**config.mk**
```make
export PLATFORM = sky130hd
export DESIGN_NAME = lea_nibble_sub_ctrl_flat
export DESIGN_NICKNAME = d
export VERILOG_FILES = /design/src/rtl/lea_nibble_sub_ctrl_if.sv /design/src/rtl/lea_nibble_sub_ctrl.sv /design/src/flat_wrapper.sv
export SDC_FILE = /design/constraint.sdc
export NUM_CORES = 1
export LEC_CHECK = 0
export BUFFER_PORTS_ARGS = -buffer_cell sky130_fd_sc_hd__buf_2
export CAP_MARGIN = 5
export CORE_MARGIN = 1.5
export CORE_UTILIZATION = 48
export DETAILED_ROUTE_END_ITERATION = 10
export GPL_TIMING_DRIVEN = 0
export PLACE_DENSITY = 0.82
export SLEW_MARGIN = 40
export SYNTH_ARGS = -nofsm -noshare
export SYNTH_HDL_FRONTEND = slang
export SYNTH_SLANG_ARGS = --single-unit
```
**constraint.sdc**
```tcl
create_clock -name clk -period 2.83 [get_ports clk]
set_clock_uncertainty 0.1 [all_clocks]
set_input_delay 0.566 -clock clk [delete_from_list [all_inputs] [get_ports clk]]
set_output_delay 0.566 -clock clk [all_outputs]
set_load 0.1 [all_outputs]
```
**src/rtl/lea_nibble_sub_ctrl_if.sv**
```systemverilog
// Operand/result handshake bundle for the nibble-serial subtractor controller.
// master: producer/consumer side (drives operands and out_ready).
// slave : controller side (drives in_ready, out_valid, d, borrow_out).
interface lea_nibble_sub_ctrl_if #(
  parameter int NIBBLES = 8
);
  localparam int W = 4 * NIBBLES;

  logic         in_valid;
  logic         in_ready;
  logic [W-1:0] a;
  logic [W-1:0] b;
  logic         out_valid;
  logic         out_ready;
  logic [W-1:0] d;
  logic         borrow_out;

  modport master (
    output in_valid, a, b, out_ready,
    input  in_ready, out_valid, d, borrow_out
  );

  modport slave (
    input  in_valid, a, b, out_ready,
    output in_ready, out_valid, d, borrow_out
  );
endinterface

```
**src/rtl/lea_nibble_sub_ctrl.sv**
```systemverilog
// Purpose: sequences a W-bit subtraction a-b through an external 4-bit subtractor, one nibble per cycle.
// Latency: out_valid rises NIBBLES edges after the accepting edge; one result per NIBBLES+2 cycles.
// Backpressure: in_ready only in IDLE; result held in DONE until out_ready.
// Ports: clk, rst_n (async active-low); bus (slave modport: in_valid/in_ready/a/b, out_valid/out_ready/d/borrow_out);
//        busy (high in RUN); sub_a/sub_b/sub_bin to the external subtractor, sub_d/sub_bout back from it.
module lea_nibble_sub_ctrl #(
  parameter int NIBBLES = 8
) (
  input  logic                 clk,
  input  logic                 rst_n,
  lea_nibble_sub_ctrl_if.slave bus,
  output logic                 busy,
  output logic [3:0]           sub_a,
  output logic [3:0]           sub_b,
  output logic                 sub_bin,
  input  logic [3:0]           sub_d,
  input  logic                 sub_bout
);

  localparam int W  = 4 * NIBBLES;
  localparam int KW = (NIBBLES > 1) ? $clog2(NIBBLES) : 1;
  localparam logic [KW-1:0] K_LAST = KW'(NIBBLES - 1);

  typedef enum logic [1:0] {
    IDLE = 2'd0,
    RUN  = 2'd1,
    DONE = 2'd2
  } state_t;

  state_t         state;
  state_t         state_nxt;
  logic [KW-1:0]  k;
  logic [W-1:0]   a_reg;
  logic [W-1:0]   b_reg;
  logic [W-1:0]   d_reg;
  logic           borrow_reg;
  logic           bout_reg;

  // State register
  always_ff @(posedge clk or negedge rst_n) begin
    if (!rst_n) begin
      state <= IDLE;
    end else begin
      state <= state_nxt;
    end
  end

  // Next state and decoded outputs
  always_comb begin
    state_nxt     = state;
    bus.in_ready  = 1'b0;
    bus.out_valid = 1'b0;
    busy          = 1'b0;
    sub_a         = 4'd0;
    sub_b         = 4'd0;
    sub_bin       = 1'b0;
    case (state)
      IDLE: begin
        bus.in_ready = 1'b1;
        if (bus.in_valid) begin
          state_nxt = RUN;
        end
      end
      RUN: begin
        busy    = 1'b1;
        // Current nibble of the captured operands; the borrow register was
        // cleared on accept, so the least significant nibble sees no borrow.
        sub_a   = a_reg[{k, 2'b00} +: 4];
        sub_b   = b_reg[{k, 2'b00} +: 4];
        sub_bin = borrow_reg;
        if (k == K_LAST) begin
          state_nxt = DONE;
        end
      end
      DONE: begin
        bus.out_valid = 1'b1;
        if (bus.out_ready) begin
          state_nxt = IDLE;
        end
      end
      default: begin
        state_nxt = IDLE;
      end
    endcase
  end

  // Datapath: operand capture, nibble-serial difference assembly, borrow chain
  always_ff @(posedge clk or negedge rst_n) begin
    if (!rst_n) begin
      k          <= '0;
      a_reg      <= '0;
      b_reg      <= '0;
      d_reg      <= '0;
      borrow_reg <= 1'b0;
      bout_reg   <= 1'b0;
    end else begin
      case (state)
        IDLE: begin
          if (bus.in_valid) begin
            a_reg      <= bus.a;
            b_reg      <= bus.b;
            k          <= '0;
            borrow_reg <= 1'b0;
          end
        end
        RUN: begin
          // Upper nibbles of d still hold the previous result until reached.
          d_reg[{k, 2'b00} +: 4] <= sub_d;
          borrow_reg             <= sub_bout;
          if (k == K_LAST) begin
            k        <= '0;
            bout_reg <= sub_bout;
          end else begin
            k <= k + 1'b1;
          end
        end
        default: begin
        end
      endcase
    end
  end

  assign bus.d          = d_reg;
  assign bus.borrow_out = bout_reg;

endmodule

```
**src/flat_wrapper.sv**
```systemverilog
// flat-port wrapper written by rule: the top's interface ports become plain ports
module lea_nibble_sub_ctrl_flat 
#(
  parameter int NIBBLES = 8
)
  (clk, rst_n, busy, sub_a, sub_b, sub_bin, sub_d, sub_bout, bus_in_valid, bus_a, bus_b, bus_out_ready, bus_in_ready, bus_out_valid, bus_d, bus_borrow_out);
  lea_nibble_sub_ctrl_if #(.NIBBLES(NIBBLES)) bus_i ();
  input  logic clk;
  input  logic rst_n;
  output logic busy;
  output logic [3:0] sub_a;
  output logic [3:0] sub_b;
  output logic sub_bin;
  input  logic [3:0] sub_d;
  input  logic sub_bout;
  input wire logic [$bits(bus_i.in_valid)-1:0] bus_in_valid;
  input wire logic [$bits(bus_i.a)-1:0] bus_a;
  input wire logic [$bits(bus_i.b)-1:0] bus_b;
  input wire logic [$bits(bus_i.out_ready)-1:0] bus_out_ready;
  output wire logic [$bits(bus_i.in_ready)-1:0] bus_in_ready;
  output wire logic [$bits(bus_i.out_valid)-1:0] bus_out_valid;
  output wire logic [$bits(bus_i.d)-1:0] bus_d;
  output wire logic [$bits(bus_i.borrow_out)-1:0] bus_borrow_out;
  assign bus_i.in_valid = bus_in_valid;
  assign bus_i.a = bus_a;
  assign bus_i.b = bus_b;
  assign bus_i.out_ready = bus_out_ready;
  assign bus_in_ready = bus_i.in_ready;
  assign bus_out_valid = bus_i.out_valid;
  assign bus_d = bus_i.d;
  assign bus_borrow_out = bus_i.borrow_out;
  lea_nibble_sub_ctrl #(.NIBBLES(NIBBLES)) u_core (.clk(clk), .rst_n(rst_n), .bus(bus_i), .busy(busy), .sub_a(sub_a), .sub_b(sub_b), .sub_bin(sub_bin), .sub_d(sub_d), .sub_bout(sub_bout));
endmodule
```
==> run metrics <==
Post-synth EDFFs=0; die height=101 µm; Worst EP arrival=between 2 and 2.5 ns; Synth Net Count=~400; CP max FO=9; Clock Pin Slew Worst Setup and Hold Paths=approximately 0.1 ns; Crit Reg-Reg Endpoint=u_core.bus.d[17]; Simple-Gate Fraction of Synth Area=under 10%; Worst Tran Pin Value=between 0.5 and 0.6 ns; die area=10200 µm²; leading area contributor after synthesis=dfrtp_1; TNS Setup=0 ns; Seq cells post-synth=103; initial antenna violation count=0; MaxCap Viol Count=0; XOR/XNOR Fraction of Synth Area=0%; Tot GR Track Use=21.5%; Synth area leaders=dfrtp_1 56%, mux2_2 23%, mux2i_1 7.0%; Avg WL per Cell=~18 µm; Peak Freq=around 370 MHz; hold crit path type=in -> reg; die span in x=101 µm; FF/Latch Area=between 2000 and 3000 µm²; commonest register cell after synthesis=dfrtp_1; Starting Density=49.7%; largest family of logic cells by synthesized area=multiplexers; ant diodes=0; Mapped Avg Cell Area=roughly 14 µm²; RSZ-0062 raised after global routing=no; final hold violations=0; Area Growth Syn to Fin=23.7%; FF-to-FF path depth=8; Core Area=9240 µm²; first-pass GRT wire length=16500 µm; synth unique cells=30; final RePlAce weighted congestion=around 0.80; Hold Path Sink=u_core.a_reg[0]; # rows=35; post-synthesis mux area share=between 30% and 40%; element type at the critical path end=output pin; DR iter-0 viols=between 100 and 150; register area share after synthesis=56.2%; most common cell in the synthesized netlist=dfrtp_1; Post-Syn Instances=320; largest net degree at the start of global routing=64; Hold Crit Depth=2; worst setup path class=reg -> out; router iterations before antenna repair=4; Final period util=95.3%; Clk Latency, worst-skew pair=approximately 0.35 ns; DP HPWL=between 7000 and 8000 µm; Crit Reg-Reg Startpoint=u_core.k[1]; Clk Tree Root Cell=clkbuf_8; CTS tree=yes; Startpoint Class=register; CTS Buf Count=9; FF-to-FF setup slack=roughly 0.14 ns; Tmin final=about 2.7 ns; Worst EP required=roughly 2.2 ns; routed vias=slightly above 3000; asr flop ratio synth=100%; Ports=118; Synth top area share=a little under three fifths; top post-synthesis cells by count=103 x dfrtp_1, 93 x mux2_2, 32 x mux2i_1, 16 x a22oi_1, 10 x buf_2; share of cells above drive strength 1=between 50% and 60%; final setup violation count=0; Multi-input gate area=approximately 1900 µm²; fill count=~740; Nets=roughly 530; Rel. slew slack=a little under two thirds; adder-cell area share of the yosys netlist=1.36%; antenna-violating nets left=0; Via density=between 5 and 6; # DRC=0; hold path start=bus_a[0]; vias in the first global route=about 3200; Pins Over Slew Limit=0; total grt overflow=0; Routed WL=~10000 µm; area fraction in compound gates after synthesis=3.41%; I/O Buffers=roughly 120; total clock sinks=approximately 100; status=finished clean; Post-Syn Area=around 4600 µm²; Yosys Warn Count=0; H-tree depth=3; Clock Tree Buf Depth=2
[worst max-delay path, stage by stage, from the launching register on]
cell and delay [ns]:
dfrtp_1 0.38, buf_6 0.14, nor2b_1 0.12, clkbuf_1 0.37, a22oi_1 0.18, and3_2 0.25, buf_4 0.23
[kinds of logic after synthesis]
group           count (synthesis)
compound gates                 21
fa+ha+maj                       5
buf+inv                        23
flops                         103
mux                           129
simple gates                   39
[metal layers]
metal | up-vias | global-route usage (%) | part of all wire, %
met5 | - | 0 | 0
met4 | 0 | 7.04 | 1.3
met3 | 12 | 4.37 | 3.9
met2 | 72 | 34.2 | 50
met1 | 1575 | 29.7 | 45
li1 | 1422 | - | -
[through the flow]
| stage | instances | area, µm² | hold WS, ns | setup slack (ns) | utilization, % |
|---|---|---|---|---|---|
| floorplan | 320 | 4600 | 0.170 | -0.0232 | - |
| global placement | 566 | 5350 | 0.366 | -0.151 | 57.9 |
| detailed placement | 567 | 5380 | 0.368 | -0.197 | 58.3 |
| CTS | 583 | 5650 | 0.322 | 0.0418 | 61.2 |
| global route | 584 | 5680 | 0.316 | 0.0243 | 61.4 |
| finish | 584 | 5680 | 0.329 | 0.134 | 61.4 |
[cells in the final DEF, fill, tap and decap left out, types with 2 or more instances in the layout]
cell type / n
inv_1: 4
clkbuf_1: 4
dfrtp_1: 103
clkbuf_8: 10
and3_1: 4
nand2b_1: 2
o31ai_1: 2
buf_6: 2
buf_4: 13
buf_2: 114
mux2_1: 4
mux2i_1: 32
a22oi_1: 16
mux2_2: 93
and2_1: 3
nand2_1: 7
nor2_1: 2
and3_2: 5
bufinv_16: 2
nor2b_1: 4
ha_1: 5
nor2_2: 2
[final cells by class]
cell class / count / area share, %
sequential: 103 / 45.4
multi-input combinational: 194 / 33.8
timing repair buffer: 121 / 11.8
tap: 129 / 2.84
clock buffer: 10 / 2.43
buffer: 17 / 1.98
clock inverter: 5 / 1.43
inverter: 5 / 0.331
[how the worst max path moves through the flow]
| stage | to | slack, ns | from | depth (start not counted) |
|---|---|---|---|---|
| 3_3_place_gp | u_core.bus.d[16] | -0.15 | u_core.k[1] | 8 |
| 6_report | sub_b[1] | 0.13 | u_core.k[0] | 6 |
| 3_5_place_dp | u_core.bus.d[17] | -0.20 | u_core.k[1] | 8 |
| 2_1_floorplan | sub_a[0] | -0.02 | u_core.state[1] | 4 |
| 5_1_grt | u_core.bus.d[19] | 0.02 | u_core.k[1] | 8 |
| 4_1_cts | sub_a[2] | 0.04 | u_core.state[1] | 5 |
[timing repair]
item	CTS	global route
hold buffers	1	0
setup buffers	0	2
pin swaps	0	1
setup endpoints to repair	25	20
gates resized for setup	15	5
hold endpoints to repair	40	0
Power is left out: the tool's default activity adds up to more than one toggle a clock period on the data nets, which glitch-free logic cannot reach.
